--- src/rtl/dc_mem_bridge_pkg.sv ---
// Shared data-cache / memory-bridge configuration: FSM encoding, line geometry and address field positions.
package dc_mem_bridge_pkg;

  typedef enum logic [1:0] {
    IDLE   = 2'd0,
    RD_MEM = 2'd1,
    WR_MEM = 2'd2
  } bridge_state_t;

  localparam int DC_WORD_W     = 32;
  localparam int DC_LINE_WORDS = 8;
  localparam int DC_WORD_LSB   = 2;
  localparam int DC_IDX_W      = $clog2(DC_LINE_WORDS);
  localparam int DC_LINE_LSB   = DC_WORD_LSB + DC_IDX_W;

endpackage

--- src/rtl/dc_wb_buffer.sv ---
// Single-entry writeback line buffer: captures a dirty line, forwards words to matching reads,
// and presents the next word to drain along with its memory address.
module dc_wb_buffer
  import dc_mem_bridge_pkg::*;
#(
  parameter int ADDR_W     = 32,
  parameter int LINE_WORDS = DC_LINE_WORDS,
  parameter int IDX_W      = $clog2(LINE_WORDS),
  parameter int TAG_W      = ADDR_W - DC_WORD_LSB - IDX_W
) (
  input  logic                            clk,
  input  logic                            reset,
  input  logic                            capture,
  input  logic [TAG_W-1:0]                capture_line,
  input  logic [LINE_WORDS*DC_WORD_W-1:0] capture_data,
  input  logic                            advance,
  input  logic [TAG_W-1:0]                lookup_line,
  input  logic [IDX_W-1:0]                lookup_word,
  output logic                            valid,
  output logic                            hit,
  output logic [DC_WORD_W-1:0]            hit_word,
  output logic [ADDR_W-1:0]               drain_addr,
  output logic [DC_WORD_W-1:0]            drain_word
);

  logic                 valid_q;
  logic [TAG_W-1:0]     line_q;
  logic [IDX_W-1:0]     idx_q;
  logic [DC_WORD_W-1:0] data_q [LINE_WORDS];

  always_ff @(posedge clk) begin
    if (reset) begin
      valid_q <= 1'b0;
      idx_q   <= '0;
      line_q  <= '0;
      for (int k = 0; k < LINE_WORDS; k++) data_q[k] <= '0;
    end else if (capture) begin
      valid_q <= 1'b1;
      idx_q   <= '0;
      line_q  <= capture_line;
      for (int k = 0; k < LINE_WORDS; k++) data_q[k] <= capture_data[k*DC_WORD_W +: DC_WORD_W];
    end else if (advance) begin
      // The last word retires the entry; the index wraps so the next capture starts clean.
      if (idx_q == IDX_W'(LINE_WORDS - 1)) begin
        valid_q <= 1'b0;
        idx_q   <= '0;
      end else begin
        idx_q <= idx_q + 1'b1;
      end
    end
  end

  assign valid      = valid_q;
  assign hit        = valid_q && (lookup_line == line_q);
  assign hit_word   = data_q[lookup_word];
  assign drain_word = data_q[idx_q];
  assign drain_addr = {line_q, idx_q, {DC_WORD_LSB{1'b0}}};

endmodule

--- src/rtl/dc_mem_bridge.sv ---
// Data-cache to memory bridge: serves word reads (forwarded from the writeback buffer when it holds
// the line, otherwise from memory) and drains the buffered dirty line one word at a time.
//
//   state  | meaning
//   IDLE   | arbitrate: new read first, then drain one buffered word, then accept a writeback
//   RD_MEM | memory read in flight, waiting for mem_ready
//   WR_MEM | one writeback word in flight, waiting for mem_ready
module dc_mem_bridge
  import dc_mem_bridge_pkg::*;
#(
  parameter int ADDR_W     = 32,
  parameter int LINE_WORDS = DC_LINE_WORDS
) (
  input  logic                            clk,
  input  logic                            reset,
  input  logic                            is_request,
  input  logic [ADDR_W-1:0]               request_addr,
  output logic [DC_WORD_W-1:0]            requested_data,
  output logic                            rd_valid,
  input  logic                            is_wb,
  input  logic [LINE_WORDS*DC_WORD_W-1:0] wb_data,
  output logic                            wb_ack,
  output logic                            mem_req,
  output logic                            mem_we,
  output logic [ADDR_W-1:0]               mem_addr,
  output logic [DC_WORD_W-1:0]            mem_wdata,
  input  logic [DC_WORD_W-1:0]            mem_rdata,
  input  logic                            mem_ready
);

  localparam int IDX_W    = $clog2(LINE_WORDS);
  localparam int LINE_LSB = DC_WORD_LSB + IDX_W;
  localparam int TAG_W    = ADDR_W - LINE_LSB;

  bridge_state_t        state, state_nxt;
  logic [ADDR_W-1:0]    rd_addr_q;
  logic                 req_new;
  logic                 hit_take, miss_take, rd_done;
  logic                 capture, advance;
  logic                 buf_valid, buf_hit;
  logic [DC_WORD_W-1:0] hit_word, drain_word;
  logic [ADDR_W-1:0]    drain_addr;

  // Byte-offset bits of the request address carry no information for word accesses.
  logic unused_byte_offset;
  assign unused_byte_offset = ^request_addr[DC_WORD_LSB-1:0];

  dc_wb_buffer #(
    .ADDR_W     (ADDR_W),
    .LINE_WORDS (LINE_WORDS)
  ) u_wb_buffer (
    .clk          (clk),
    .reset        (reset),
    .capture      (capture),
    .capture_line (request_addr[ADDR_W-1:LINE_LSB]),
    .capture_data (wb_data),
    .advance      (advance),
    .lookup_line  (request_addr[ADDR_W-1:LINE_LSB]),
    .lookup_word  (request_addr[LINE_LSB-1:DC_WORD_LSB]),
    .valid        (buf_valid),
    .hit          (buf_hit),
    .hit_word     (hit_word),
    .drain_addr   (drain_addr),
    .drain_word   (drain_word)
  );

  // The requester holds is_request through its rd_valid cycle; that cycle is not a new read.
  assign req_new = is_request && !rd_valid;

  always_comb begin
    state_nxt = state;
    hit_take  = 1'b0;
    miss_take = 1'b0;
    rd_done   = 1'b0;
    capture   = 1'b0;
    advance   = 1'b0;
    case (state)
      IDLE: begin
        if (req_new) begin
          if (buf_hit) begin
            hit_take = 1'b1;
          end else begin
            miss_take = 1'b1;
            state_nxt = RD_MEM;
          end
        end else if (buf_valid) begin
          state_nxt = WR_MEM;
        end else if (is_wb) begin
          capture = 1'b1;
        end
      end
      RD_MEM: begin
        if (mem_ready) begin
          rd_done   = 1'b1;
          state_nxt = IDLE;
        end
      end
      WR_MEM: begin
        if (mem_ready) begin
          advance   = 1'b1;
          state_nxt = IDLE;
        end
      end
      default: state_nxt = IDLE;
    endcase
  end

  always_comb begin
    mem_req   = 1'b0;
    mem_we    = 1'b0;
    mem_addr  = '0;
    mem_wdata = '0;
    case (state)
      RD_MEM: begin
        mem_req  = 1'b1;
        mem_addr = rd_addr_q;
      end
      WR_MEM: begin
        mem_req   = 1'b1;
        mem_we    = 1'b1;
        mem_addr  = drain_addr;
        mem_wdata = drain_word;
      end
      default: ;
    endcase
  end

  always_ff @(posedge clk) begin
    if (reset) begin
      state          <= IDLE;
      rd_addr_q      <= '0;
      requested_data <= '0;
      rd_valid       <= 1'b0;
      wb_ack         <= 1'b0;
    end else begin
      state    <= state_nxt;
      rd_valid <= hit_take || rd_done;
      wb_ack   <= capture;
      if (miss_take) rd_addr_q <= {request_addr[ADDR_W-1:DC_WORD_LSB], {DC_WORD_LSB{1'b0}}};
      if (hit_take)     requested_data <= hit_word;
      else if (rd_done) requested_data <= mem_rdata;
    end
  end

endmodule

--- config.mk ---
export PLATFORM = sky130hd
export DESIGN_NAME = dc_mem_bridge
export DESIGN_NICKNAME = d
export VERILOG_FILES = /design/src/rtl/dc_mem_bridge_pkg.sv /design/src/rtl/dc_wb_buffer.sv /design/src/rtl/dc_mem_bridge.sv
export SDC_FILE = /design/constraint.sdc
export NUM_CORES = 1
export LEC_CHECK = 0
export CAP_MARGIN = 20
export CORE_MARGIN = 2
export CORE_UTILIZATION = 51
export DETAILED_ROUTE_END_ITERATION = 10
export GPL_TIMING_DRIVEN = 1
export PLACE_DENSITY = 0.81
export SETUP_SLACK_MARGIN = 0.3
export SYNTH_ARGS = -nofsm -noshare
export SYNTH_HDL_FRONTEND = slang
export SYNTH_HIERARCHICAL = 1
export SYNTH_SLANG_ARGS = --single-unit
--- constraint.sdc ---
create_clock -name clk -period 7.4 [get_ports clk]
set_clock_uncertainty 0.05 [all_clocks]
set_input_delay 1.48 -clock clk [delete_from_list [all_inputs] [get_ports clk]]
set_output_delay 1.48 -clock clk [all_outputs]
set_load 0.01 [all_outputs]
==> metrics <==
TritonCTS clock tree=done; layout cells sized above 1=between 10% and 20%; Synth Area per Inst=14.0 sq um; top-area cell type share of the netlist area=41.4%; setup violators final=0; synthesis-stage register bit count=around 360; vias in the first global route=13368; startpoint types=register; Hold Path Class=reg -> reg; Mapped Area=18600 sq um; maxcap violations=0; Max clock buf depth=3; CP Class=reg -> out; Detailed Place HPWL=33.0 mm; Remaining Overflow, GRT=0; global-route wire length before repair=76.4 mm; Mapped Cells=1325; CP arrival=3.57 ns; CTS Root Cell=clkbuf_16; setup tns final=0 ns; Max FO, Critical Path=37; Async SR Flop Fraction=0%; Core Rows=69; Num CTS Buffers=40; worst-margin pin slew=1.11 ns; fin crit share=69.0%; Worst-Skew Late Latency=0.53 ns; IO buf count=420; Synth cell types=40; DIE AREA=38000 sq um; fillers=2462; Leak=between 9 and 10 nW; Routed Antenna Nets=0; Die Y=195 microns; DR WL/cell=23.1 microns; CTS sink cnt=356; YS warnings=6; Finished Cell Area=around 24000 sq um; Main synth FF type=edfxtp_1; fin cells=2202; initial antenna violation count=18; Post-CTS Hold Buffers=0; Post-CTS Setup Bufs=0; status=completed; Power Density=223 nW/um^2; routed wire length=50.8 mm; final max-slew violation count=0; Post-synth EDFFs=256; RSZ-0062 raised after global routing=false; layout net count=a little over 2000; Data required, critical path=5.87 ns; Placer Congestion=slightly above 0.8; routed vias/inst=5.72; H-tree levels=2; CP endpoint kind=primary output; Total GRT Usage=26.5%; Clock transition at path regs=0.06 ns; Area after DPL=22900 sq um; fmax=196 MHz; post-cts sizing count=0; ranking of synthesized cells by area=edfxtp_1 41%, mux4_1 11%, dfxtp_1 11%, and2_1 7.7%, mux4_2 5.8%; via total after detailed routing=12591; chip width=195 microns; Initial Util=52.0%; placed cell count=around 2100; post-synthesis sequential area ratio=52.1%; Hold Fails Final Rpt=0; maximum vdd drop=~0.21 mV; pin count of the biggest net entering global routing=between 150 and 200; drt first-iter violations=849; DRC=0; Layout Utilization=approximately two thirds; cell taking the most area after synthesis=edfxtp_1; DR pass1 iterations=6; Relative slew margins=26.1%; P&R area growth vs syn=31.1%; IO Count=425; fin crit period=approximately 5 ns; Core Box Area=35700 sq um
[final timing paths]
check	from	end	slack, ns	depth (start not counted)
worst max-delay path	register	mem_wdata[23]	2.30	5
worst min-delay path	rd_addr_q[17]	rd_addr_q[17]	0.41	2
worst max register to register	state[0]	u_wb_buffer/data_q[6][7]	4.18	7
worst min register to register	rd_addr_q[17]	rd_addr_q[17]	0.41	2
[final cells by class]
type,instances,area (sq um),area share [%]
Multi-Input combinational cell,859,8330,34.2
Timing Repair Buffer,437,4380,18.0
Inverter,4,15.0,0.0616
Clock buffer,47,1070,4.38
Clock inverter,25,280,1.15
Sequential cell,356,9700,39.8
Tap cell,461,577,2.37
Antenna cell,13,32.5,0.133
[kinds of logic after synthesis]
group                      after synthesis  share of synthesized area [%]
adders and majority gates                6                          0.404
and+or+nand+nor                        471                           14.3
DFF                                    356                           52.1
AOI/OAI and AO/OA                      100                           4.40
muxes                                  253                           24.3
xor gates and xnor gates                27                           1.27
buffers and inverters                  111                           3.20
other                                    1                         0.0202
[report_power, final]
group / internal, mW / total [mW] / switching, mW
combinational: 0.523 / 0.937 / 0.414
clock: 1.24 / 2.03 / 0.791
sequential: 2.37 / 2.48 / 0.108
[per-layer routing]
layer / part of all wire, % / global-route usage, %
met5: 0.085 / 0
met4: 4.5 / 13.5
met3: 7.9 / 6.07
met2: 50 / 44.5
met1: 38 / 32.3
[through the flow]
stage / hold WS [ns] / total power [mW] / worst slack (ns)
finish: 0.406 / 5.45 / 2.30
global route: 0.427 / 5.65 / 2.12
CTS: 0.405 / 5.48 / 2.24
detailed placement: 0.397 / 3.44 / 2.71
global placement: 0.392 / 3.40 / 2.72
floorplan: 0.387 / 3.05 / 1.67
[registers in the layout, indices dropped and copies added (netlist names), named ones only]
register            cells
rd_addr_q              30
rd_valid                1
requested_data         32
state                   2
u_wb_buffer/data_q    256
u_wb_buffer/idx_q       3
u_wb_buffer/line_q     27
u_wb_buffer/valid       1
wb_ack                  1
[critical path: stages (launching register included)]
cell and delay, ns:
dfxtp_4 0.84, buf_4 0.58, mux4_1 0.67, mux2_2 0.28
and2_1 0.14, clkdlybuf4s50_1 0.49
[cell usage after synthesis, types with 2 or more instances]
| master | n |
|---|---|
| a22oi_1 | 30 |
| buf_2 | 20 |
| mux2i_1 | 61 |
| nand4_1 | 8 |
| clkbuf_1 | 52 |
| nand2_1 | 61 |
| xnor2_1 | 27 |
| buf_4 | 7 |
| nor2_1 | 63 |
| inv_1 | 4 |
| dfxtp_1 | 100 |
| mux2_2 | 62 |
| mux2_4 | 2 |
| ha_1 | 6 |
| buf_1 | 11 |
| nand2b_1 | 3 |
| buf_6 | 17 |
| nor2b_1 | 99 |
| mux4_2 | 48 |
| mux4_1 | 80 |
| edfxtp_1 | 256 |
| a21oi_1 | 33 |
| and2_1 | 228 |
| a211oi_1 | 3 |
| a211oi_2 | 29 |
[cells in the final DEF, fill, tap and decap left out, types with 2 or more instances in the layout]
cell type / netlist / final
clkdlybuf4s50_1: 0 / 416
edfxtp_1: 256 / 256
and2_1: 228 / 228
nor2b_1: 99 / 98
dfxtp_1: 100 / 97
mux4_1: 80 / 80
nor2_1: 63 / 63
mux2_2: 62 / 62
mux2i_1: 61 / 61
nand2_1: 61 / 61
mux4_2: 48 / 48
clkbuf_16: 0 / 41
a21oi_1: 33 / 33
a22oi_1: 30 / 30
a211oi_2: 29 / 29
xnor2_1: 27 / 27
buf_4: 7 / 15
diode_2: 0 / 13
clkinv_2: 0 / 9
nand4_1: 8 / 8
clkinv_1: 0 / 6
bufinv_16: 0 / 6
ha_1: 6 / 5
inv_1: 4 / 4
clkbuf_1: 52 / 4
nand2b_1: 3 / 3
a211oi_1: 3 / 3
buf_12: 0 / 3
inv_6: 0 / 2
clkbuf_8: 0 / 2
mux2_4: 2 / 2
dfxtp_4: 0 / 2
conb_1: 1 / 2
(Power assumes the default switching activity.)
